## src/rtl/ask_pkg.sv

```systemverilog
// Shared types and helpers for the 4-ASK slicer / MER estimator.
package ask_pkg;

  localparam int SAMPLE_W = 18;

  typedef enum logic [1:0] {
    SYM_M3 = 2'b00,
    SYM_M1 = 2'b01,
    SYM_P1 = 2'b11,
    SYM_P3 = 2'b10
  } sym_t;

  typedef enum logic {ACQ, TRACK} state_t;

  // |x| for a 1s17 sample; -1.0 has no positive twin so it pins to full scale.
  function automatic logic [SAMPLE_W-2:0] abs_sat(input logic signed [SAMPLE_W-1:0] x);
    if (x[SAMPLE_W-1] && (x[SAMPLE_W-2:0] == '0)) return '1;
    else if (x[SAMPLE_W-1]) return (SAMPLE_W-1)'(-x);
    else return x[SAMPLE_W-2:0];
  endfunction

  function automatic logic signed [SAMPLE_W-1:0] clip18(input logic signed [SAMPLE_W:0] x);
    if (x > 19'sd131071) return 18'sh1ffff;
    else if (x < -19'sd131072) return 18'sh20000;
    else return x[SAMPLE_W-1:0];
  endfunction

endpackage

```

## src/rtl/block_avg_acc.sv

```systemverilog
// Saturating block accumulator: adds din on add_en, clears on wrap, and
// presents the block average (acc_next >> LOG2_N) for the wrap cycle.
module block_avg_acc #(
  parameter int W_IN      = 18,
  parameter int W_ACC     = 25,
  parameter int LOG2_N    = 7,
  parameter bit IS_SIGNED = 1'b0
) (
  input  logic                      clk,
  input  logic                      reset,
  input  logic                      add_en,
  input  logic                      wrap,
  input  logic [W_IN-1:0]           din,
  output logic [W_ACC-LOG2_N-1:0]   avg
);

  logic [W_ACC-1:0] acc_q, acc_d, acc_next, din_ext;
  logic [W_ACC:0]   sum;

  always_comb begin
    if (IS_SIGNED) din_ext = W_ACC'($signed(din));
    else           din_ext = W_ACC'(din);
    sum = {1'b0, acc_q} + {1'b0, din_ext};
    // Signed sums are sized so they cannot overflow; unsigned ones pin at all-ones.
    if (IS_SIGNED) acc_next = sum[W_ACC-1:0];
    else           acc_next = sum[W_ACC] ? '1 : sum[W_ACC-1:0];
    acc_d = acc_q;
    if (add_en) acc_d = wrap ? '0 : acc_next;
  end

  assign avg = acc_next[W_ACC-1:LOG2_N];

  always_ff @(posedge clk or posedge reset) begin
    if (reset) acc_q <= '0;
    else       acc_q <= acc_d;
  end

endmodule

```

## src/rtl/ask4_slicer_mer.sv

```systemverilog
// Symbol-rate 4-ASK slicer with block threshold estimate and mean-square error.
// Optional DC removal when DC_REMOVE_EN is defined (adds dc_est output).
//   state | meaning
//   ACQ   | threshold held at INIT_REF until the first block completes
//   TRACK | threshold and err_pow refreshed at every block end
module ask4_slicer_mer
  import ask_pkg::*;
#(
  parameter int                  LOG2_N   = 7,
  parameter logic [SAMPLE_W-1:0] INIT_REF = 18'd65536
) (
  input  logic                       clk,
  input  logic                       reset,
  input  logic                       sam_clk_en,
  input  logic                       sym_clk_en,
  input  logic                       phase_sel,
  input  logic signed [SAMPLE_W-1:0] x_in,
  output logic [1:0]                 sym_out,
  output logic                       sym_valid,
  output logic [SAMPLE_W-1:0]        ref_level,
  output logic [35:0]                err_pow,
  output logic                       blk_done,
  output logic                       locked
`ifdef DC_REMOVE_EN
  ,
  output logic signed [SAMPLE_W-1:0] dc_est
`endif
);

  logic signed [SAMPLE_W-1:0] x_prev_q, x_prev_d, s_r_q, s_r_d, s_c;
  logic                       s_vld_q, s_vld_d;
  sym_t                       sym_q, sym_d, dec;
  logic                       sym_valid_q, sym_valid_d;
  logic [SAMPLE_W-1:0]        ref_level_q, ref_level_d;
  logic [35:0]                err_pow_q, err_pow_d;
  logic                       blk_done_q, blk_done_d;
  logic                       locked_q, locked_d;
  state_t                     state_q, state_d;
  logic [LOG2_N-1:0]          cnt_q, cnt_d;

  logic signed [SAMPLE_W:0]   s19, t19, b19, lvl, e;
  logic signed [37:0]         e_ext, e_sq_s;
  logic [37:0]                e_sq, sq_avg;
  logic [SAMPLE_W-2:0]        abs_s, abs_avg;
  logic                       wrap;

`ifdef DC_REMOVE_EN
  logic signed [SAMPLE_W-1:0] dc_q, dc_d;
  logic [SAMPLE_W-1:0]        dc_avg;
`endif

  always_comb begin
`ifdef DC_REMOVE_EN
    s_c  = clip18(19'(s_r_q) - 19'(dc_q));
`else
    s_c  = s_r_q;
`endif
    s19  = s_c;
    t19  = $signed({1'b0, ref_level_q});
    b19  = t19 >>> 1;

    // Ties at |s| == t resolve to the outer level.
    if (!s19[SAMPLE_W]) dec = (s19 >= t19) ? SYM_P3 : SYM_P1;
    else                dec = (s19 > -t19) ? SYM_M1 : SYM_M3;

    case (dec)
      SYM_P3:  lvl = t19 + b19;
      SYM_P1:  lvl = b19;
      SYM_M1:  lvl = -b19;
      default: lvl = -(t19 + b19);
    endcase

    e      = s19 - lvl;
    e_ext  = 38'(e);
    e_sq_s = e_ext * e_ext;
    e_sq   = e_sq_s;
    abs_s  = abs_sat(s_c);
    wrap   = s_vld_q && (cnt_q == '1);

    x_prev_d    = sam_clk_en ? x_in : x_prev_q;
    s_vld_d     = sym_clk_en & sam_clk_en;
    s_r_d       = s_vld_d ? (phase_sel ? x_prev_q : x_in) : s_r_q;
    sym_d       = s_vld_q ? dec : sym_q;
    sym_valid_d = s_vld_q;
    cnt_d       = s_vld_q ? cnt_q + LOG2_N'(1) : cnt_q;
    blk_done_d  = wrap;
    state_d     = wrap ? TRACK : state_q;
    locked_d    = (state_d == TRACK);
    ref_level_d = wrap ? {1'b0, abs_avg} : ref_level_q;
    err_pow_d   = err_pow_q;
    if (wrap) err_pow_d = (|sq_avg[37:36]) ? '1 : sq_avg[35:0];
`ifdef DC_REMOVE_EN
    dc_d        = wrap ? dc_avg : dc_q;
`endif
  end

  block_avg_acc #(.W_IN(SAMPLE_W-1), .W_ACC(SAMPLE_W-1+LOG2_N), .LOG2_N(LOG2_N), .IS_SIGNED(1'b0))
    u_abs_acc (.clk(clk), .reset(reset), .add_en(s_vld_q), .wrap(wrap), .din(abs_s), .avg(abs_avg));

  block_avg_acc #(.W_IN(38), .W_ACC(38+LOG2_N), .LOG2_N(LOG2_N), .IS_SIGNED(1'b0))
    u_sq_acc (.clk(clk), .reset(reset), .add_en(s_vld_q), .wrap(wrap), .din(e_sq), .avg(sq_avg));

`ifdef DC_REMOVE_EN
  // DC is estimated from the raw symbol samples, not the corrected ones.
  block_avg_acc #(.W_IN(SAMPLE_W), .W_ACC(SAMPLE_W+LOG2_N), .LOG2_N(LOG2_N), .IS_SIGNED(1'b1))
    u_dc_acc (.clk(clk), .reset(reset), .add_en(s_vld_q), .wrap(wrap), .din(s_r_q), .avg(dc_avg));
  assign dc_est = dc_q;
`endif

  always_ff @(posedge clk or posedge reset) begin
    if (reset) begin
      x_prev_q    <= '0;
      s_r_q       <= '0;
      s_vld_q     <= 1'b0;
      sym_q       <= SYM_M3;
      sym_valid_q <= 1'b0;
      ref_level_q <= INIT_REF;
      err_pow_q   <= '0;
      blk_done_q  <= 1'b0;
      locked_q    <= 1'b0;
      state_q     <= ACQ;
      cnt_q       <= '0;
`ifdef DC_REMOVE_EN
      dc_q        <= '0;
`endif
    end else begin
      x_prev_q    <= x_prev_d;
      s_r_q       <= s_r_d;
      s_vld_q     <= s_vld_d;
      sym_q       <= sym_d;
      sym_valid_q <= sym_valid_d;
      ref_level_q <= ref_level_d;
      err_pow_q   <= err_pow_d;
      blk_done_q  <= blk_done_d;
      locked_q    <= locked_d;
      state_q     <= state_d;
      cnt_q       <= cnt_d;
`ifdef DC_REMOVE_EN
      dc_q        <= dc_d;
`endif
    end
  end

  assign sym_out   = sym_q;
  assign sym_valid = sym_valid_q;
  assign ref_level = ref_level_q;
  assign err_pow   = err_pow_q;
  assign blk_done  = blk_done_q;
  assign locked    = locked_q;

  a_sym_needs_sam: assert property (@(posedge clk) disable iff (reset) sym_clk_en |-> sam_clk_en);

endmodule

```

## config.mk

```make
export PLATFORM = sky130hd
export DESIGN_NAME = ask4_slicer_mer
export DESIGN_NICKNAME = d
export VERILOG_FILES = /design/src/rtl/ask_pkg.sv /design/src/rtl/block_avg_acc.sv /design/src/rtl/ask4_slicer_mer.sv
export SDC_FILE = /design/constraint.sdc
export NUM_CORES = 1
export LEC_CHECK = 0
export ABC_AREA = 0
export CAP_MARGIN = 20
export CORE_ASPECT_RATIO = 2
export CORE_UTILIZATION = 45
export DETAILED_ROUTE_END_ITERATION = 16
export HOLD_SLACK_MARGIN = 0.1
export PLACE_DENSITY = 0.73
export SETUP_SLACK_MARGIN = 0.1
export SLEW_MARGIN = 10
export SYNTH_ARGS = -nofsm -noshare
export SYNTH_HDL_FRONTEND = slang
export SYNTH_SLANG_ARGS = --single-unit
```

## constraint.sdc

```tcl
create_clock -name clk -period 14.6 [get_ports clk]
set_clock_uncertainty 0.15 [all_clocks]
set_input_delay 1.46 -clock clk [delete_from_list [all_inputs] [get_ports clk]]
set_output_delay 1.46 -clock clk [all_outputs]
set_load 0.02 [all_outputs]
```

# --- After elaboration in Yosys (flattened, before gate mapping) ---
# Cells that the tools add are included.
# W data, S select, Z words.
classes:
  add_sub_neg: 9
  n_mul: 1
  order_cmp: 2
  n_eq_ne: 4
  mux: 12
  bitwise: 1
  n_reduce_logical: 4
ops:
  columns: ["cell", "count"]
  rows:
  - ["$mux W45", 2]
  - ["$pmux W19 S3", 1]
  - ["$mux W24", 2]
  - ["$add A45 B38 Y46", 1]
  - ["$mul A19 B19 Y38", 1]
  - ["$mux W36", 1]
  - ["$mux W17", 2]
  - ["$add A24 B17 Y25", 1]
  - ["$gt A18 B19 Y1", 1]
  - ["$neg A16 Y19", 1]
  - ["$neg A17 Y19", 1]
  - ["$neg A18 Y19", 1]
  - ["$sub A18 B19 Y19", 1]
  - ["$add A17 B16 Y18", 1]
  - ["$ge A18 B18 Y1", 1]
  - ["$mux W18", 1]
  - ["$logic_not A17 Y1", 1]
  - ["$neg A17 Y17", 1]
  - ["$add A7 B1 Y7 const B", 1]
  - ["$eq A7 B7 Y1 const B", 1]
  - ["$eq A2 B2 Y1 const B", 2]
  - ["$eq A2 B1 Y1 const B", 1]
  - ["$logic_and A1 B1 Y1", 2]
  - ["$mux W1", 2]
  - ["other kinds (3)", 3]
totals:
  regBits: 171
  output_inout_bits: 59
  elab_cells: 45

# --- Longest topological paths before layout ---
logic_depth:
  ltp_word: 12
  ltp_mapped: 65

# --- Cells and area by module ---
# Synthesis repeated with hierarchy kept, for this count alone.
unflattened:
  cells_unflattened: 3148
  hier_area_um2: 27520.1
by_module_without_submodules:
  columns: ["module", "n_inst", "cells_each", "area_per_inst_um2", "seq_area_each_um2"]
  rows:
  - ["ask4_slicer_mer", 1, 2370, 21025.2, 2553.7]
  - ["block_avg_acc (u_sq_acc)", 1, 532, 4349.2, 1126.1]
  - ["block_avg_acc (u_abs_acc)", 1, 246, 2145.8, 600.6]

# --- Worst setup path before layout ---
# OpenSTA, ideal clock, no wires.
synth_path:
  path_kind: "reg2reg"
  startpoint: "register ref_level_q[1], in the netlist ref_level[1]"
  endpoint: "register err_pow_q[7], in the netlist err_pow[7]"
  arrival_ns: 13.999
  required_ns: 14.315
  path_slack_ns: 0.316
  path_stages_with_launch: 59
  path_buffers: 4
  cell_sequence: "dfrtp_1 inv_1 ha_1 and3_1 clkbuf_1 and3_1 and3_1 nand2_1 nor2_1 ha_1 nand4_1 or4_1 o21ai_0 a31oi_1 nor2_1 and2_1 clkbuf_1 nor2_1 (+23 left out) ha_1 ha_1 a21o_1 a211oi_1 o2111a_1 o31ai_1 a21oi_1 xnor2_1 ha_1 a21o_1 a21o_1 a221oi_1 nand2b_1 a21oi_1 nor2_1 nor3_2 buf_2 a31oi_1"
synth_via:
  elab_chain_cells: 12
  word_cells_on_any_way: 19
synth_rtl:
  columns: ["element", "line_no", "source"]
  rows:
  - ["start: declaration", "ask4_slicer_mer.sv:34", "logic [SAMPLE_W-1:0] ref_level_q, ref_level_d;"]
  - ["start signal: assignment", "ask4_slicer_mer.sv:132", "ref_level_q <= ref_level_d;"]
  - ["$neg A17 Y19", "ask4_slicer_mer.sv:64", "else dec = (s19 > -t19) ? SYM_M1 : SYM_M3;"]
  - ["$gt A18 B19 Y1", "ask4_slicer_mer.sv:64", null]
  - ["$mux W1", "ask4_slicer_mer.sv:64", null]
  - ["$mux W2", "ask4_slicer_mer.sv:63", "if (!s19[SAMPLE_W]) dec = (s19 >= t19) ? SYM_P3 : SYM_P1;"]
  - ["$eq A2 B1 Y1 or $eq A2 B2 Y1 (tied branches)", "ask4_slicer_mer.sv:66", "case (dec)"]
  - ["$pmux W19 S3 (*)", "ask4_slicer_mer.sv:66", null]
  - ["$sub A18 B19 Y19 (*)", "ask4_slicer_mer.sv:73", "e = s19 - lvl;"]
  - ["$mul A19 B19 Y38 (*)", "ask4_slicer_mer.sv:75", "e_sq_s = e_ext * e_ext;"]
  - ["$add A45 B38 Y46 (*)", "block_avg_acc.sv:23", "sum = {1'b0, acc_q} + {1'b0, din_ext};"]
  - ["$mux W45 (*)", "block_avg_acc.sv:26", "else acc_next = sum[W_ACC] ? '1 : sum[W_ACC-1:0];"]
  - ["$reduce_or A2 Y1", "ask4_slicer_mer.sv:91", "if (wrap) err_pow_d = (|sq_avg[37:36]) ? '1 : sq_avg[35:0];"]
  - ["$mux W36 (*)", "ask4_slicer_mer.sv:91", null]
  - ["end signal: assignment", "ask4_slicer_mer.sv:133", "err_pow_q <= err_pow_d;"]
  - ["end: declaration", "ask4_slicer_mer.sv:35", "logic [35:0] err_pow_q, err_pow_d;"]
# Every way passes the cells marked *; elsewhere a longest branch is shown, timed or not.
# A chain may end at the register's enable or synchronous reset.

# --- Worst setup path after layout ---
layout_path:
  startpoint: "register ref_level_q[1], in the netlist ref_level[1]"
  endpoint: "register err_pow_q[9], in the netlist err_pow[9]"
# Same word-level chain as after synthesis.

==> summary.md <==
| Metric | Value |
|---|---|
| Crit-path slowest cell | fa_1 |
| First-pass GRT wire length | 135000 um |
| Antenna violations before repair | 0 |
| Number of DRC violations after detailed routing | 0 |
| Utilization of the core after routing | a little over half |
| Post-synth top area share | 25.5% |
| Category of the worst setup path capture point | flop |
| Worst setup path category | flop to flop |
| F_max | 71.2 MHz |
| Length of the first detailed-routing pass in iterations | 7 |
| Wirelength per Cell | about 22 um |
| Total Die Area | about 0.060 mm^2 |
| Via count of the first global-routing pass | 24500 |
| Highest cell delay on the worst timing path | 0.59 ns |
| Syn_area_per_cell | ~8.6 um^2 |
| Required time at the worst-slack endpoint | around 15 ns |
| Starting density of the core | 45.7% |
| Min Tclk post-route | around 14 ns |
| Final-stage net count | roughly 3900 |
| Area grow syn2layout | 14.0% |
| Fraction of the yosys area taken by sequential cells | roughly 16% |
| Arrival time of data at the critical path endpoint | 14.28 ns |
| Final setup violating endpoints | 0 |
| Slew Limit Headroom | a little over a quarter |
| First element of the critical path | ref_level[1]$_DFFE_PP0P_ |
| Placer Congestion | 1.06 |
| Max-capacitance violation count | 0 |
| Leading cell type in the layout, fill and taps excluded | inv_1 |
| Post-synth cell types | 85 |
| Master cell of the clock root buffer | clkbuf_16 |
| Endpoint of the worst register-to-register path | err_pow[9]$_DFFE_PP0P_ |
| Routed WL | 86200 um |
| Fraction of final layout cells with drive strength greater than 1 | between 10% and 20% |
| Clock Path Buffers | 3 |
| Register cell area after layout | 0.00428 mm^2 |
| Number of buffers added by the clock tree synthesis step | 25 |
| Sum of buffers and inverters on the critical path | 8 |
| Clock tree sinks | roughly 170 |
| Number of warnings printed during yosys synthesis | 0 |
| Number of levels the H-tree was split into | 4 |
| Total count of max-transition violations in the final report | 0 |
| CP delay by family, top | adder cells |
| Number of inserted filler cells in the final layout | between 5000 and 6000 |
| Number of standard-cell rows in the floorplan | roughly 130 |
| Clock latency at the later pin of the worst-skew pair | 0.52 ns |
| Area used by multi-input combinational logic | roughly 0.02 mm^2 |
| Die boundary height | 346 um |
| Most frequent cells in the layout | 471 x inv_1, 328 x fa_1, 291 x nor2_1 |
| GRT Resource Usage Total | 29.3% |
| Antenna-violating nets left | 0 |
| Hold path startpoint | state_q$_DFFE_PP0P_ |
| Worst R2R Start | ref_level[1]$_DFFE_PP0P_ |
| Worst-Margin Slew | 1.09 ns |
| Setup TNS after final layout | 0 ns |
| Post-synthesis cell area | roughly 0.027 mm^2 |
| Post-CTS Hold Buffers | 0 |
| Kind of launch point of the worst setup path | flop |
| Via count | 23200 |
| Max FO, Critical Path | 17 |
| Nets in the synthesized netlist | around 3700 |
| Crit path capture | err_pow[9]$_DFFE_PP0P_ |
| R2R setup slack | around 0.56 ns |
| Synthesized instance count | approximately 3000 |
| Via count normalized by instance count | between 5 and 6 |
| Worst-path clk slew | 0.06 ns |
| First-iteration detailed-routing DRC count | around 1400 |
| R2r worst-path depth | 58 |
| Post-synth ARST share | 100% |
| Overall die width | between 150 and 200 um |
| Total half-perimeter wirelength after legalization and detailed placement | between 60000 and 70000 um |
| Clock tree from TritonCTS | built |
| Unrepaired setup endpoints after global routing | false |
| Class of the tightest hold or removal check | flop to flop |
| Total overflow reported by the global router | 0 |
| Largest net degree at the start of global routing | between 70 and 80 |
| Port bufs | 80 |
| Total of flip-flops plus latches after synthesis | between 150 and 200 |
| Number of stages on the worst setup path | between 50 and 60 |
| Dominant cell type by area after synthesis | fa_1 |
| I/O Pins | slightly above 80 |
| Final worst path period share | between 90% and 100% |
| Final hold violation count | 0 |
| CORE AREA | between 0.05 and 0.06 mm^2 |
| Top cells by area, synth | fa_1 25%, dfrtp_1 16%, ha_1 12% |
| Outcome | finished, final reports clean |
| Flip-flop cell with the highest count after synthesis | dfrtp_1 |
| Number of enable flip-flop cells after synthesis | 0 |
flip-flops by register name, summed over array words and instances (netlist names), 2 cells and up:
signal,flops
s_c,18
ref_level,17
err_pow,36
cnt_q,7
x_prev_q,18
sym_out,2
u_sq_acc.acc_q,45
u_abs_acc.acc_q,24
worst reg2reg max path: cells and delay by family (launching register included):
| family | cells | cell delay [ns] |
|---|---|---|
| DFF | 1 | 0.37 |
| xor gates and xnor gates | 2 | 0.39 |
| buffers and inverters | 8 | 1.15 |
| adders and majority gates | 12 | 5.03 |
| and+or+nand+nor | 17 | 3.52 |
| muxes | 1 | 0.28 |
| AOI/OAI and AO/OA | 18 | 3.03 |
synthesized netlist by cell type, types with 6 or more instances:
| library cell | number |
|---|---|
| o21bai_1 | 16 |
| nand2_1 | 241 |
| a211o_1 | 9 |
| nor4_1 | 8 |
| o21ai_0 | 147 |
| and3_1 | 20 |
| fa_1 | 339 |
| nand4_1 | 36 |
| a2111oi_0 | 6 |
| a311oi_1 | 11 |
| o2bb2ai_1 | 31 |
| xnor2_1 | 104 |
| o211ai_1 | 45 |
| clkbuf_1 | 107 |
| a22oi_1 | 7 |
| a21o_1 | 48 |
| o21ai_1 | 7 |
| a21oi_1 | 190 |
| nand3_1 | 41 |
| mux2i_1 | 24 |
| inv_1 | 481 |
| or3_1 | 20 |
| nor3b_1 | 6 |
| o21a_1 | 32 |
| nor3_1 | 48 |
| o31ai_1 | 9 |
| a211oi_1 | 20 |
| dfrtp_1 | 170 |
| xor2_1 | 37 |
| ha_1 | 266 |
| or2_2 | 9 |
| and2_1 | 22 |
| nor2b_1 | 23 |
| nor2_1 | 298 |
| a31oi_1 | 51 |
| mux2_2 | 23 |
| nand2b_1 | 19 |
| a221oi_1 | 7 |
| buf_2 | 10 |
cell families after synthesis:
logic type | after synthesis | synth area share [%]
and+or+nand+nor | 815 | 14.0
adders and majority gates | 605 | 38.0
xor gates and xnor gates | 142 | 4.70
muxes | 47 | 1.87
DFF | 171 | 16.1
AOI/OAI and AO/OA | 693 | 16.7
buffers and inverters | 610 | 8.69
other | 1 | 0.0141
layer usage:
layer	global-route usage (%)	share of wire [%]
met1	29.5	33
met2	53.4	52
met3	3.03	4.2
met4	25.5	10
met5	0	0
metrics by stage:
stage	hold slack, ns	std cells	setup slack [ns]	cell area, um^2
2_1_floorplan	0.222	3084	0.316	26600
3_3_place_gp	0.312	3940	-0.146	29000
3_5_place_dp	0.305	3940	-0.308	29000
4_1_cts	0.323	3972	0.0972	29800
5_1_grt	0.330	4000	0.0556	30400
6_report	0.320	4001	0.561	30400
what timing repair did:
item,CTS,global route
hold endpoints to repair,0,0
resized for setup,11,95
pin swaps,1,36
endpoints found under the setup margin,77,81
cloned,0,2
buffers inserted,0,25
how the worst min path moves through the flow:
stage                            to  slack, ns  depth (start not counted)
2_1_floorplan   sym_valid$_DFF_PP0_       0.22                          0
3_3_place_gp    state_q$_DFFE_PP0P_       0.31                          1
3_5_place_dp    state_q$_DFFE_PP0P_       0.31                          1
4_1_cts         state_q$_DFFE_PP0P_       0.32                          1
5_1_grt        cnt_q[5]$_DFFE_PP0P_       0.33                          1
6_report        state_q$_DFFE_PP0P_       0.32                          1
layout make-up:
class	instances	share of cell area [%]
antenna	1	0.00824
clock buffer	29	2.14
clock inverter	3	0.227
sequential	171	14.1
timing repair buffer	246	7.07
tap	762	3.14
inverter	486	6.05
multi-input combinational	2303	67.3
Power is not shown: default switching activity piles up to over one toggle a cycle in this logic, so the estimate is an artifact.
